### src/rtl/vga_pkg.sv
// Shared constants, state type and helpers for the VGA sync monitor.
package vga_pkg;

  // 640x480@60 timing as seen from a 100 MHz system clock (4 clk per pixel).
  localparam int H_TOTAL_CLK = 3200;
  localparam int H_SYNC_CLK  = 384;
  localparam int V_TOTAL     = 525;
  localparam int V_SYNC      = 2;

  // Width of every measurement counter.
  localparam int CNT_W = 16;

  // Monitor state: no usable hsync, measuring frames, timing confirmed.
  typedef enum logic [1:0] {
    UNSYNC  = 2'd0,
    MEASURE = 2'd1,
    LOCKED  = 2'd2
  } mon_state_e;

  // True when value lies within nominal +/- tol.
  function automatic logic in_tol(input int value, input int nominal, input int tol);
    int diff;
    diff = value - nominal;
    return (diff <= tol) && (diff >= -tol);
  endfunction

endpackage

### src/rtl/sync_edge.sv
// sync_edge: brings one raw sync pin into the clk domain, normalises it to
// active-high and produces registered level, rise and fall strobes.
// A pin change shows up on level_o/rise_o/fall_o three clk edges later.
module sync_edge #(
  parameter bit ACTIVE_LOW = 1'b1
) (
  input  logic clk,
  input  logic rst_n,
  input  logic pin_i,
  output logic level_o,
  output logic rise_o,
  output logic fall_o
);

  logic meta_q;
  logic sync_q;
  logic level_q;
  logic rise_q;
  logic fall_q;
  logic level_d;

  // Active-high version of the synchronised pin.
  assign level_d = sync_q ^ ACTIVE_LOW;

  // Two-flop synchronizer followed by the edge-detect register.
  always_ff @(posedge clk or negedge rst_n) begin
    if (!rst_n) begin
      // NOTE: the synchronizer resets to the idle pin level, so leaving reset
      // with an inactive pin cannot produce a false edge.
      meta_q  <= ACTIVE_LOW;
      sync_q  <= ACTIVE_LOW;
      level_q <= 1'b0;
      rise_q  <= 1'b0;
      fall_q  <= 1'b0;
    end else begin
      // NOTE: non-blocking assignments keep meta_q -> sync_q a genuine
      // two-stage chain; blocking ones would collapse it into a single flop.
      meta_q  <= pin_i;
      sync_q  <= meta_q;
      level_q <= level_d;
      rise_q  <= level_d & ~level_q;
      fall_q  <= ~level_d & level_q;
    end
  end

  assign level_o = level_q;
  assign rise_o  = rise_q;
  assign fall_o  = fall_q;

endmodule

### src/rtl/vga_sync_monitor.sv
// vga_sync_monitor: measures line period, hsync width, lines per frame and
// vsync width of an incoming VGA sync pair, checks each frame against the
// nominal timing, and reports lock, per-frame errors and loss of hsync.
module vga_sync_monitor #(
  parameter int H_TOTAL_CLK     = vga_pkg::H_TOTAL_CLK,
  parameter int H_SYNC_CLK      = vga_pkg::H_SYNC_CLK,
  parameter int V_TOTAL         = vga_pkg::V_TOTAL,
  parameter int V_SYNC          = vga_pkg::V_SYNC,
  parameter int H_TOL           = 4,
  parameter bit SYNC_ACTIVE_LOW = 1'b1,
  parameter int LOCK_FRAMES     = 2,
  parameter int CNT_W           = vga_pkg::CNT_W
) (
  input  logic             clk,
  input  logic             reset,
  input  logic             hsync,
  input  logic             vsync,
  output logic [CNT_W-1:0] h_period,
  output logic [CNT_W-1:0] h_pulse,
  output logic [CNT_W-1:0] v_lines,
  output logic [CNT_W-1:0] v_pulse,
  output logic             frame_done,
  output logic             locked,
  output logic             err,
  output logic [CNT_W-1:0] frame_count
);

  import vga_pkg::*;

  localparam logic [CNT_W-1:0] CNT_MAX    = '1;
  localparam logic [CNT_W-1:0] ONE        = CNT_W'(1);
  localparam logic [CNT_W-1:0] TMO_CNT    = CNT_W'(2 * H_TOTAL_CLK);
  localparam logic [CNT_W-1:0] LOCK_CNT   = CNT_W'(LOCK_FRAMES);
  localparam logic [CNT_W-1:0] V_TOT_CNT  = CNT_W'(V_TOTAL);
  localparam logic [CNT_W-1:0] V_SYNC_CNT = CNT_W'(V_SYNC);

  // Conditioned sync strobes.
  logic hs_lvl, hs_rise, hs_fall;
  logic vs_lvl, vs_rise, vs_fall;

  // Horizontal measurement.
  logic [CNT_W-1:0] hcnt_q, hcnt_d;
  logic [CNT_W-1:0] hw_q, hw_d;
  logic [CNT_W-1:0] h_period_q, h_period_d;
  logic [CNT_W-1:0] h_pulse_q, h_pulse_d;
  logic             h_valid_q, h_valid_d;

  // Line / frame measurement.
  logic [CNT_W-1:0] lcnt_q, lcnt_d;
  logic [CNT_W-1:0] vw_q, vw_d;
  logic [CNT_W-1:0] v_lines_q, v_lines_d;
  logic [CNT_W-1:0] v_pulse_q, v_pulse_d;
  logic             v_valid_q, v_valid_d;
  logic [CNT_W-1:0] frame_count_q, frame_count_d;

  // Checking and reporting.
  logic [CNT_W-1:0] good_cnt_q, good_cnt_d;
  logic             tmo_fired_q, tmo_fired_d;
  logic             err_q, err_d;
  logic             frame_done_q, frame_done_d;
  logic             timeout;
  logic             frame_ok;
  logic             check_fail;

  mon_state_e state_q, state_d;

  sync_edge #(
    .ACTIVE_LOW (SYNC_ACTIVE_LOW)
  ) u_hs_edge (
    .clk     (clk),
    .rst_n   (reset),
    .pin_i   (hsync),
    .level_o (hs_lvl),
    .rise_o  (hs_rise),
    .fall_o  (hs_fall)
  );

  sync_edge #(
    .ACTIVE_LOW (SYNC_ACTIVE_LOW)
  ) u_vs_edge (
    .clk     (clk),
    .rst_n   (reset),
    .pin_i   (vsync),
    .level_o (vs_lvl),
    .rise_o  (vs_rise),
    .fall_o  (vs_fall)
  );

  // Measurement counters, latches, frame check and timeout (next-state logic).
  always_comb begin
    // NOTE: every _d signal takes its hold value first; any path that skips an
    // assignment would otherwise infer a latch.
    hcnt_d        = (hcnt_q == CNT_MAX) ? hcnt_q : hcnt_q + ONE;
    hw_d          = hw_q;
    h_period_d    = h_period_q;
    h_pulse_d     = h_pulse_q;
    h_valid_d     = h_valid_q;
    lcnt_d        = lcnt_q;
    vw_d          = vw_q;
    v_lines_d     = v_lines_q;
    v_pulse_d     = v_pulse_q;
    v_valid_d     = v_valid_q;
    frame_count_d = frame_count_q;
    good_cnt_d    = good_cnt_q;
    tmo_fired_d   = tmo_fired_q;
    frame_ok      = 1'b1;
    check_fail    = 1'b0;

    // A lost hsync is reported once, then stays quiet until hsync returns.
    timeout = (hcnt_q >= TMO_CNT) && !tmo_fired_q && !hs_rise;

    // Line period: time between consecutive hsync rises.
    if (hs_rise) begin
      if (h_valid_q) begin
        h_period_d = (hcnt_q == CNT_MAX) ? CNT_MAX : hcnt_q + ONE;
      end
      hcnt_d      = '0;
      h_valid_d   = 1'b1;
      tmo_fired_d = 1'b0;
      if (lcnt_q != CNT_MAX) begin
        lcnt_d = lcnt_q + ONE;
      end
    end

    // hsync width: clk cycles with hs high, captured on the falling edge.
    if (hs_fall) begin
      h_pulse_d = hw_q;
      hw_d      = '0;
    end else if (hs_lvl && (hw_q != CNT_MAX)) begin
      hw_d = hw_q + ONE;
    end

    // vsync width: lines started while vs is high, captured on the falling edge.
    if (vs_fall) begin
      v_pulse_d = vw_q;
      vw_d      = '0;
    end else if (vs_lvl && hs_rise && (vw_q != CNT_MAX)) begin
      vw_d = vw_q + ONE;
    end

    // Frame end: latch line count and judge the frame just completed.
    if (vs_rise) begin
      if (v_valid_q) begin
        v_lines_d = lcnt_q;
        frame_ok  = in_tol(int'(h_period_d), H_TOTAL_CLK, H_TOL) &&
                    in_tol(int'(h_pulse_d), H_SYNC_CLK, H_TOL) &&
                    (v_lines_d == V_TOT_CNT) && (v_pulse_d == V_SYNC_CNT) &&
                    (h_period_d != CNT_MAX) && (h_pulse_d != CNT_MAX) &&
                    (v_lines_d != CNT_MAX) && (v_pulse_d != CNT_MAX);
        check_fail = !frame_ok;
        if (check_fail) begin
          good_cnt_d = '0;
        end else if (good_cnt_q != LOCK_CNT) begin
          good_cnt_d = good_cnt_q + ONE;
        end
      end
      // An hsync rise in the same clk is the first line of the new frame.
      lcnt_d        = hs_rise ? ONE : '0;
      v_valid_d     = 1'b1;
      frame_count_d = frame_count_q + ONE;
    end

    if (timeout) begin
      good_cnt_d  = '0;
      h_valid_d   = 1'b0;
      v_valid_d   = 1'b0;
      tmo_fired_d = 1'b1;
    end

    err_d        = check_fail || timeout;
    frame_done_d = vs_rise;
  end

  // Measurement and reporting registers.
  always_ff @(posedge clk or negedge reset) begin
    if (!reset) begin
      hcnt_q        <= '0;
      hw_q          <= '0;
      h_period_q    <= '0;
      h_pulse_q     <= '0;
      h_valid_q     <= 1'b0;
      lcnt_q        <= '0;
      vw_q          <= '0;
      v_lines_q     <= '0;
      v_pulse_q     <= '0;
      v_valid_q     <= 1'b0;
      frame_count_q <= '0;
      good_cnt_q    <= '0;
      tmo_fired_q   <= 1'b0;
      err_q         <= 1'b0;
      frame_done_q  <= 1'b0;
    end else begin
      hcnt_q        <= hcnt_d;
      hw_q          <= hw_d;
      h_period_q    <= h_period_d;
      h_pulse_q     <= h_pulse_d;
      h_valid_q     <= h_valid_d;
      lcnt_q        <= lcnt_d;
      vw_q          <= vw_d;
      v_lines_q     <= v_lines_d;
      v_pulse_q     <= v_pulse_d;
      v_valid_q     <= v_valid_d;
      frame_count_q <= frame_count_d;
      good_cnt_q    <= good_cnt_d;
      tmo_fired_q   <= tmo_fired_d;
      err_q         <= err_d;
      frame_done_q  <= frame_done_d;
    end
  end

  // Monitor state transitions.
  always_comb begin
    state_d = state_q;
    case (state_q)
      UNSYNC:  if (vs_rise && h_valid_q) state_d = MEASURE;
      MEASURE: if (good_cnt_d == LOCK_CNT) state_d = LOCKED;
      LOCKED:  if (check_fail) state_d = MEASURE;
      default: state_d = UNSYNC;
    endcase
    if (timeout) begin
      state_d = UNSYNC;
    end
  end

  // Monitor state register.
  always_ff @(posedge clk or negedge reset) begin
    if (!reset) begin
      state_q <= UNSYNC;
    end else begin
      state_q <= state_d;
    end
  end

  assign h_period    = h_period_q;
  assign h_pulse     = h_pulse_q;
  assign v_lines     = v_lines_q;
  assign v_pulse     = v_pulse_q;
  assign frame_done  = frame_done_q;
  assign locked      = (good_cnt_q == LOCK_CNT);
  assign err         = err_q;
  assign frame_count = frame_count_q;

endmodule

### config.mk
export PLATFORM = sky130hd
export DESIGN_NAME = vga_sync_monitor
export DESIGN_NICKNAME = d
export VERILOG_FILES = /design/src/rtl/vga_pkg.sv /design/src/rtl/sync_edge.sv /design/src/rtl/vga_sync_monitor.sv
export SDC_FILE = /design/constraint.sdc
export NUM_CORES = 1
export LEC_CHECK = 0
export CORE_ASPECT_RATIO = 1.5
export CORE_MARGIN = 3
export CORE_UTILIZATION = 61
export DETAILED_ROUTE_END_ITERATION = 10
export PLACE_DENSITY = 0.91
export REMOVE_ABC_BUFFERS = 1
export SLEW_MARGIN = 20
export SYNTH_ARGS = -nofsm -noshare
export SYNTH_HDL_FRONTEND = slang
export SYNTH_SLANG_ARGS = --single-unit
### constraint.sdc
create_clock -name clk -period 7 [get_ports clk]
set_input_delay 1.75 -clock clk [delete_from_list [all_inputs] [get_ports clk]]
set_output_delay 1.75 -clock clk [all_outputs]
set_load 0.01 [all_outputs]
---- Word level (Yosys, flattened, before mapping) ----
Index checks and enable logic that the tools add are counted.
operators by class
  reduce and logical (&&, ||, !) cells .... 28
  add/subtract/negate cells ............... 8
  eq/ne operators ......................... 13
  mux-type cells .......................... 28
  bitwise operators ....................... 8
  magnitude comparators ................... 5
operator list
  operator                                                                 count
  16-bit two-way mux                                                       19
  16-bit by 1-bit adder with 16-bit output, second input constant          6
  16-bit != test, second input constant                                    6
  17-bit by 3-bit >= comparator with 1-bit output, second input constant   2
  17-bit by 4-bit <= comparator with 1-bit output, second input constant   2
  16-bit by 2-bit == test with 1-bit output, second input constant         2
  16-bit by 12-bit subtractor with 17-bit output, second input constant    1
  16-bit by 9-bit subtractor with 17-bit output, second input constant     1
  16-bit by 10-bit == test with 1-bit output, second input constant        1
  16-bit == test, second input constant                                    1
  16-bit by 13-bit >= comparator with 1-bit output, second input constant  1
  16-bit by 2-bit != test with 1-bit output, second input constant         1
  1-bit logical AND                                                        14
  2-bit nonzero test                                                       7
  1-bit two-way mux                                                        9
  1-bit AND                                                                4
  1-bit NOT                                                                4
  2-bit AND reduction                                                      2
  1-bit logical NOT                                                        3
  3-bit by 2-bit != test with 1-bit output, second input constant          1
  3-bit AND reduction                                                      1
  2-bit by 1-bit != test with 1-bit output, second input constant          1
  1-bit logical OR                                                         1
word-level totals
  bits of input ports ..................... 4
  logic and storage cells ................. 115
  output and inout bits ................... 83
  register bits after elaboration ......... 175

---- Longest topological paths before layout ----
Gate-level depths: netlist of run 1.
  word-level depth ........................ 18
  gate-level depth with buffers ........... 17
  mapped depth without buffers ............ 14

---- Cells and area by module ----
From an unflattened synthesis of run 1, not the netlist that was laid out.
unflattened totals
  cells, all modules ...................... 860
  area, all modules ....................... 8633.3 µm²
modules (own cells, without submodules)
  module            cells each  instances  seq. area each (µm²)  area each (µm²)
  vga_sync_monitor  844         1          4129.0                8350.5
  sync_edge         8           2          127.6                 141.4

---- Least setup slack after synthesis of run 1 ----
OpenSTA, ideal clock, no wires.
  kind .................................... reg-to-reg
  start ................................... reg hcnt_q[0]
  end ..................................... reg good_cnt_q[10]
  data required time ...................... 6.924 ns
  setup time .............................. 0.076 ns
  cell stages (with the launch flop) ...... 14
  period minus slack after synthesis ...... 4.005 ns
  buffers on the path ..................... 1
  arrival ................................. 3.928 ns
  setup slack ............................. 2.995 ns
  path through ............................ dfrtp_1 -> ha_1 -> nand4_2 -> o41ai_1 -> nor3_1 -> or2_2 -> ha_1 -> nand2b_1 -> or3_1 -> a2111o_1 -> a211oi_2 -> buf_6 -> or4b_1 -> o21ai_1
between the ends
  cells in the longest elaborated chain, start to end .. 18
  elaborated cells on any way between the ends .. 28
  classes of those cells .................. add/sub (2); order compare (3); eq/ne (3); mux (7); reduce/logical (13)
RTL lines
  element                                                                                                             line                     RTL
  from (decl)                                                                                                         vga_sync_monitor.sv:42   logic [CNT_W-1:0] hcnt_q, hcnt_d;
  from (signal assigned)                                                                                              vga_sync_monitor.sv:193  hcnt_q <= hcnt_d;
  16-bit by 1-bit adder with 16-bit output or 16-bit == test (tied branches)                                          vga_sync_monitor.sv:115  h_period_d = (hcnt_q == CNT_MAX) ? CNT_MAX : hcnt_q + ONE;
  16-bit two-way mux                                                                                                  vga_sync_monitor.sv:115
  16-bit two-way mux                                                                                                  vga_sync_monitor.sv:114  if (h_valid_q) begin
  16-bit two-way mux                                                                                                  vga_sync_monitor.sv:113  if (hs_rise) begin
  16-bit by 12-bit subtractor with 17-bit output                                                                      vga_pkg.sv:23            diff = value - nominal;
  17-bit by 4-bit <= comparator with 1-bit output or 17-bit by 3-bit >= comparator with 1-bit output (tied branches)  vga_pkg.sv:24            return (diff <= tol) && (diff >= -tol);
  1-bit logical AND                                                                                                   vga_pkg.sv:24
  1-bit logical AND                                                                                                   vga_sync_monitor.sv:145  frame_ok = in_tol(int'(h_period_d), H_TOTAL_CLK, H_TOL) &&
  1-bit logical AND                                                                                                   vga_sync_monitor.sv:146  in_tol(int'(h_pulse_d), H_SYNC_CLK, H_TOL) &&
  1-bit logical AND (2 in a row)                                                                                      vga_sync_monitor.sv:147  (v_lines_d == V_TOT_CNT) && (v_pulse_d == V_SYNC_CNT) &&
  1-bit logical AND (2 in a row)                                                                                      vga_sync_monitor.sv:148  (h_period_d != CNT_MAX) && (h_pulse_d != CNT_MAX) &&
  1-bit logical AND                                                                                                   vga_sync_monitor.sv:149  (v_lines_d != CNT_MAX) && (v_pulse_d != CNT_MAX);
  16-bit two-way mux                                                                                                  vga_sync_monitor.sv:151  if (check_fail) begin
  16-bit two-way mux                                                                                                  vga_sync_monitor.sv:143  if (v_valid_q) begin
  16-bit two-way mux                                                                                                  vga_sync_monitor.sv:142  if (vs_rise) begin
  16-bit two-way mux                                                                                                  vga_sync_monitor.sv:163  if (timeout) begin
  to (signal assigned)                                                                                                vga_sync_monitor.sv:204  good_cnt_q <= good_cnt_d;
  to (decl)                                                                                                           vga_sync_monitor.sv:57   logic [CNT_W-1:0] good_cnt_q, good_cnt_d;
Parallel ways exist; a longest one is shown, timed or not. The select of a mux whose other input is x is not followed.
A chain may end at the register's enable or synchronous reset.

---- Final worst setup path of run 1 ----
  start ................................... reg hcnt_q[0]
  end ..................................... reg good_cnt_q[2]
between the ends
  cells in the longest elaborated chain, start to end .. 18
  elaborated cells on any way between the ends .. 28
  classes of those cells .................. add/sub (2); order compare (3); eq/ne (3); mux (7); reduce/logical (13)
RTL lines
  element                                                                                                             line                     RTL
  16-bit by 1-bit adder with 16-bit output or 16-bit == test (tied branches)                                          vga_sync_monitor.sv:115
  16-bit two-way mux (*)                                                                                              vga_sync_monitor.sv:115
  16-bit two-way mux (*)                                                                                              vga_sync_monitor.sv:114
  16-bit two-way mux (*)                                                                                              vga_sync_monitor.sv:113
  via h_period_d[7]                                                                                                   vga_sync_monitor.sv:44   logic [CNT_W-1:0] h_period_q, h_period_d;
  16-bit by 12-bit subtractor with 17-bit output                                                                      vga_pkg.sv:23
  17-bit by 4-bit <= comparator with 1-bit output or 17-bit by 3-bit >= comparator with 1-bit output (tied branches)  vga_pkg.sv:24
  1-bit logical AND                                                                                                   vga_pkg.sv:24
  [... 2 more ...]                                                                                                    --
  1-bit logical AND                                                                                                   vga_sync_monitor.sv:147
  1-bit logical AND (*)                                                                                               vga_sync_monitor.sv:147
  1-bit logical AND (*) (2 in a row)                                                                                  vga_sync_monitor.sv:148
  1-bit logical AND (*)                                                                                               vga_sync_monitor.sv:149
  16-bit two-way mux                                                                                                  vga_sync_monitor.sv:151
  16-bit two-way mux                                                                                                  vga_sync_monitor.sv:143
  16-bit two-way mux                                                                                                  vga_sync_monitor.sv:142
  16-bit two-way mux                                                                                                  vga_sync_monitor.sv:163
Mark *: on every way through the listed nets, which the timed path passes. The rest lies on a longest branch. The select of a mux whose other input is x is not followed.

==> reports/summary.txt, run 1 <==
Status: completed
Max cap viols: 0
Total CTS buffers: 17
Critical Path, Cell by Cell: ha_1, nand4_2, o41ai_1, nor3_1, or2_2, inv_1, ha_1, o21ai_0, a21bo_2, nand4_1, or4_4, a211oi_2, buf_4, or3b_1, o22ai_1
Worst EP arrival: 5.02 ns
DRT Pass-1 Iters: 5
Crit-path max FO: 26
WL/cell: 17.7 um
Relative slew slack: 48.6%
Total GRT Usage: 25.6%
CORE AREA: 13,500 um2
Max-slew violations: 0
Sequential share of power: 48.7%
Slew @ Worst Pin: 0.770 ns
Worst skew pair latency: 0.43 ns
Number of I/O port buffers: 86
Overflow after GRT: 0
Yosys top cell area share: 50.7%
Antenna cells: 0
# fillers: 908
Switching Share: 28.1%
Initial Util: 62.4%
Synth area leaders: dfrtp_1 51%, mux2_2 4.8%, nor2_1 3.5%
Avg Cell Area, Syn: 10.3 um2
Clock Pin Slew Worst Setup and Hold Paths: 0.07 ns
First-pass GRT wire length: 31,400 um
Row count: 52
Slowest stage delay, CP: 0.78 ns
Yosys top cell by area: dfrtp_1
Crit-path most repeated cell: ha_1
Width of the die: 102 um
Initial antenna violation count: 0
Routability cong.: 0.903
Unrepaired setup endpoints after global routing: no
Seq cells post-synth: 175
Seq/Total Area, Yosys: 51.9%
Top-Level Pins: 87
Part of the cycle the worst path needs: 66.9%
Clock Skews: 0.0120 ns
Syn. warnings: 0
DRC errors left: 0
Share of cells above drive strength 1: 11.1%
TNS Setup: 0 ns
Routed Antenna Nets: 0
Combinational share of power: 13.7%
Hold crit path type: reg -> reg
Slowest-stage cell, CP: o41ai_1
Main synth FF type: dfrtp_1
Deepest clock path buffer count: 2
Setup CP Type: reg -> reg
H-tree Lvls: 4
Fin nets: 920
Largest net degree at the start of global routing: 114
P_int: 0.00170 W
Cells after synthesis: 822
Cell Pwr Density: 236 nW/um2
Post-synth EDFFs: 0
Setup crit end kind: flip-flop
Critical Path RT: 7.34 ns
Clock sink count: 175
CP Launch Type: flip-flop
Final setup viols: 0
Area growth from synthesis to layout: 18.6%
Lkg Pwr: 4.46 nW
CP delay by family, top: simple AND/OR/NAND/NOR gates
CTS tree: done
Utilization after layout: 74.0%
Hold_buf cts: 0
Synth cell types: 70
DR vias/cell: 6.18
Max rail drop VDD: 153 uV
Worst path buffer plus inverter count: 2
Clock Root Buffer: clkbuf_16
Hpwl dp: 13,200 um
Initial DRC Count: 446
Via count: 6,664
FF/Latch Area: 4380 um2
Top-count cell post-synth: dfrtp_1
Net Sw Power: 0.000662 W
Post-cts resize count: 0
Crit path time final: 4.68 ns
Die height: 150 um
Post-synth top cells: 171 x dfrtp_1, 79 x nor2_1, 64 x nand2_1
Final Hold Viols: 0
Area of the multi-input gates: 3750 um2
Die area: 15,300 um2
Clk pwr share: 37.6%
Number of global-route vias before repair: 6,589
Syn Std Cell Area: 8440 um2
Setup Buffers After CTS: 0
Total Routed Length: 19,100 um
Fmax: 214 MHz
Fraction of registers with async set/reset: 100%
==> flip-flops by register name (all words and copies together) (netlist names), 16 cells and up <==
register	flops
frame_count	16
good_cnt_q	16
h_period	16
h_pulse	16
hcnt_q	16
hw_q	16
lcnt_q	16
v_lines	16
v_pulse	16
vw_q	16
==> layout by cell type (no fill, tap or decap), drive strengths merged, types with 13 or more instances in the layout <==
cell           count
a21oi             43
and3              13
clkbuf            19
clkdlybuf4s50     85
dfrtp            171
ha                13
inv               52
mux2              37
mux2i             15
nand2             64
nand3             26
nand4             31
nor2              79
nor3              13
nor4              19
o21ai             37
or3               27
or4b              14
xnor2             24
xor2              29
==> kinds of logic (layout without fill, tap and decap cells) <==
kind of cell	count (synthesis)	after routing	synth area share, %
adders and majority gates	13	13	1.93
muxes	52	52	6.76
DFF	175	175	51.9
AOI/OAI and AO/OA	129	129	9.96
and+or+nand+nor	321	321	20.2
xor gates and xnor gates	53	53	5.50
buffers and inverters	79	173	3.69
==> metal layers <==
metal | global-route usage, % | vias up | part of all wire [%] | routed length (um)
met4 | 8.54 | 0 | 2.2 | 428
li1 | - | 3103 | - | -
met1 | 31.1 | 3306 | 39 | 7450
met5 | 0 | - | 0 | 0
met2 | 45.5 | 217 | 54 | 10400
met3 | 4.64 | 38 | 4.3 | 830
==> layout make-up <==
type                       count  share of cell area [%]
clock buffer                  19                    4.32
tap                          162                    2.02
inverter                      46                    1.72
timing repair buffer          95                    9.49
multi-input combinational    568                    37.4
sequential                   175                    43.8
clock inverter                13                    1.21
==> metrics by stage <==
stage	area, um2	total power [W]	std cells	hold slack [ns]	setup slack, ns
CTS	9980	0.00237	1077	0.369	2.40
global placement	9430	0.00147	1045	0.347	2.72
detailed placement	9430	0.00148	1045	0.349	2.48
floorplan	8300	0.00132	789	0.345	2.60
global route	10000	0.00246	1078	0.376	2.04
finish	10000	0.00236	1078	0.367	2.32
==> power groups by stage <==
stage / combinational [W] / sequential [W] / clock (W)
final: 0.000323 / 0.00115 / 0.000888
after floorplan: 0.000143 / 0.00118 / 0
after global placement: 0.000310 / 0.00116 / 0
after detailed placement: 0.000319 / 0.00117 / 0
after CTS: 0.000323 / 0.00115 / 0.000901
after global routing: 0.000352 / 0.00116 / 0.000946
==> path summary, 6_finish.rpt <==
| check | from | to | slack [ns] | cells past startpoint |
|---|---|---|---|---|
| min | u_hs_edge.meta_q | u_hs_edge.sync_q | 0.37 | 0 |
| min in group asynchronous | reset | h_period[4] | 1.19 | 1 |
| max in group asynchronous | reset | good_cnt_q[5] | 4.74 | 2 |
| min reg2reg | u_hs_edge.meta_q | u_hs_edge.sync_q | 0.37 | 0 |
| max reg2reg | hcnt_q[0] | good_cnt_q[2] | 2.32 | 15 |
| max | hcnt_q[0] | good_cnt_q[2] | 2.32 | 15 |
(Power assumes the default switching activity.)
==> inputs of run 2 (changes only) <==
- CORE_UTILIZATION: 61 -> 52
- PLACE_DENSITY: 0.91 -> 0.83
- clock period: 7 -> 4.3 ns (I/O delays scaled with it)
==> run 2 against run 1 <==
- critical path depth fell by 2
- critical endpoint unchanged
- sequential share of layout area is 0.82 points lower
- highest routed layer unchanged
- sequential power rose by 62%
- utilization shrank 9.3 points
- combinational power grew 64%
- clock power is 76% higher
==> reports/summary.txt, run 2 (synthesis results as in run 1) <==
Top-Level Pins: 87
Largest net degree at the start of global routing: 92
Fmax: 249 MHz
Cell Pwr Density: 388 nW/um2
Total GRT Usage: 22.5%
Share of cells above drive strength 1: 12.5%
Setup CP Type: reg -> reg
Initial antenna violation count: 0
Commonest cells after routing, fill and taps aside: 171 x dfrtp_1, 85 x clkdlybuf4s50_1, 79 x nor2_1, 64 x nand2_1, 46 x inv_1
Worst EP arrival: 4.37 ns
Overflow after GRT: 0
CP Launch Type: flip-flop
Antenna cells: 0
Lkg Pwr: 4.52 nW
Die height: 162 um
Initial Util: 53.6%
Row count: 56
Part of the cycle the worst path needs: 93.4%
Via count: 6,540
Worst skew pair latency: 0.43 ns
Critical R2R Capture: good_cnt_q[2]
Critical Path RT: 4.66 ns
Max-slew violations: 0
Setup Buffers After CTS: 0
Clock sink count: 175
Die area: 17,800 um2
Clock Root Buffer: clkbuf_16
CORE AREA: 15,800 um2
Reg2reg start: hcnt_q[1]
Most common cell after layout, fill and taps aside: dfrtp_1
Hold EP: u_vs_edge.sync_q
Hold crit path type: reg -> reg
Setup crit end kind: flip-flop
Clk pwr share: 39.4%
Clock Skews: 0.00964 ns
CP delay by family, top: simple AND/OR/NAND/NOR gates
P_int: 0.00290 W
Max rail drop VDD: 360 uV
Clock Pin Slew Worst Setup and Hold Paths: 0.07 ns
Worst hold start: u_vs_edge.meta_q
Relative slew slack: 39.0%
Total Routed Length: 18,900 um
R2R Setup Slk: 0.29 ns
Status: completed
Slowest-stage cell, CP: or4_4
Combinational share of power: 13.4%
Crit path time final: 4.01 ns
Slew @ Worst Pin: 0.915 ns
Initial DRC Count: 377
Max cap viols: 0
Hold Path Stages: 0
First-pass GRT wire length: 31,800 um
Crit-path max FO: 26
Slowest stage delay, CP: 0.60 ns
Hpwl dp: 13,500 um
Hold_ws: 0.358 ns
Tot Pwr: 0.00396 W
Sequential share of power: 47.1%
Deepest clock path buffer count: 2
Final Hold Viols: 0
H-tree Lvls: 4
Number of global-route vias before repair: 6,385
Width of the die: 110 um
Final setup viols: 0
Routed Antenna Nets: 0
Number of cells on the worst reg-to-reg path: 13
Worst path buffer plus inverter count: 3
Crit-path most repeated cell: buf_4
DRC errors left: 0
DR vias/cell: 5.79
WL/cell: 16.8 um
Net Sw Power: 0.00106 W
DRT Pass-1 Iters: 5
Routability cong.: 0.951
Fin nets: 930
Total CTS buffers: 17
Number of I/O port buffers: 86
CTS tree: done
Area growth from synthesis to layout: 20.8%
Critical Path, Cell by Cell: ha_1, nand4_2, buf_4, or4_4, buf_4, a31o_2, nor3_1, nand4_1, a2111o_1, a211oi_2, buf_4, or3b_1, o22ai_1
Switching Share: 26.8%
==> run 2: cell count changes in the layout (fill, tap and decap cells not counted), sizes merged <==
cell,delta
buf,+10
bufinv,+2
clkinv,+1
clkinvlp,+1
inv,-4
==> run 2: routing by layer <==
layer  vias to the layer above  global-route usage (%)  wire (um)
met5                         -                       0          0
met4                         0                    7.88        415
met3                        33                    3.74        645
met2                       161                    39.0      10200
met1                      3223                    28.0       7710
li1                       3123                       -          -
==> run 2: area by class of cell <==
| class | instances | area, um2 |
|---|---|---|
| fill | 1239 | 5560 |
| timing repair buffer | 105 | 1020 |
| multi-input combinational | 568 | 3770 |
| tap | 203 | 254 |
| sequential | 175 | 4380 |
| inverter | 46 | 173 |
| clock inverter | 13 | 160 |
| clock buffer | 19 | 443 |
==> run 2: how the worst max path moves through the flow <==
stage | endpoint | depth (start not counted) | from | slack, ns
after detailed placement | good_cnt_q[2] | 13 | hcnt_q[1] | 0.19
after global placement | good_cnt_q[2] | 13 | hcnt_q[0] | 0.33
final | good_cnt_q[2] | 13 | hcnt_q[1] | 0.29
after global routing | good_cnt_q[2] | 14 | hcnt_q[12] | -0.01
after floorplan | good_cnt_q[2] | 9 | u_hs_edge.rise_o | -0.1
after CTS | good_cnt_q[2] | 13 | hcnt_q[1] | 0.21
==> run 2: power groups by stage <==
| stage | Sequential [W] | Combinational [W] | Clock [W] |
|---|---|---|---|
| after global routing | 0.00188 | 0.000585 | 0.00165 |
| final | 0.00186 | 0.000531 | 0.00156 |
| after floorplan | 0.00191 | 0.000233 | 0 |
| after CTS | 0.00187 | 0.000537 | 0.00158 |
| after detailed placement | 0.00189 | 0.000533 | 0 |
| after global placement | 0.00189 | 0.000524 | 0 |
==> run 2: stage by stage <==
stage | cells | setup slack [ns] | TNS [ns] | util (%) | cell area [um2]
after floorplan | 789 | -0.0982 | -0.779 | - | 8300
after global placement | 1097 | 0.333 | 0 | 60.8 | 9580
after detailed placement | 1097 | 0.195 | 0 | 60.8 | 9580
after CTS | 1129 | 0.213 | 0 | 64.6 | 10200
after global routing | 1129 | -0.0114 | -0.0114 | 64.7 | 10200
final | 1129 | 0.286 | 0 | 64.7 | 10200
==> run 2: timing repair <==
item | in CTS | in global routing
resized for setup | 0 | 2
hold buffers | 0 | 0
endpoints found under the setup margin | 0 | 14
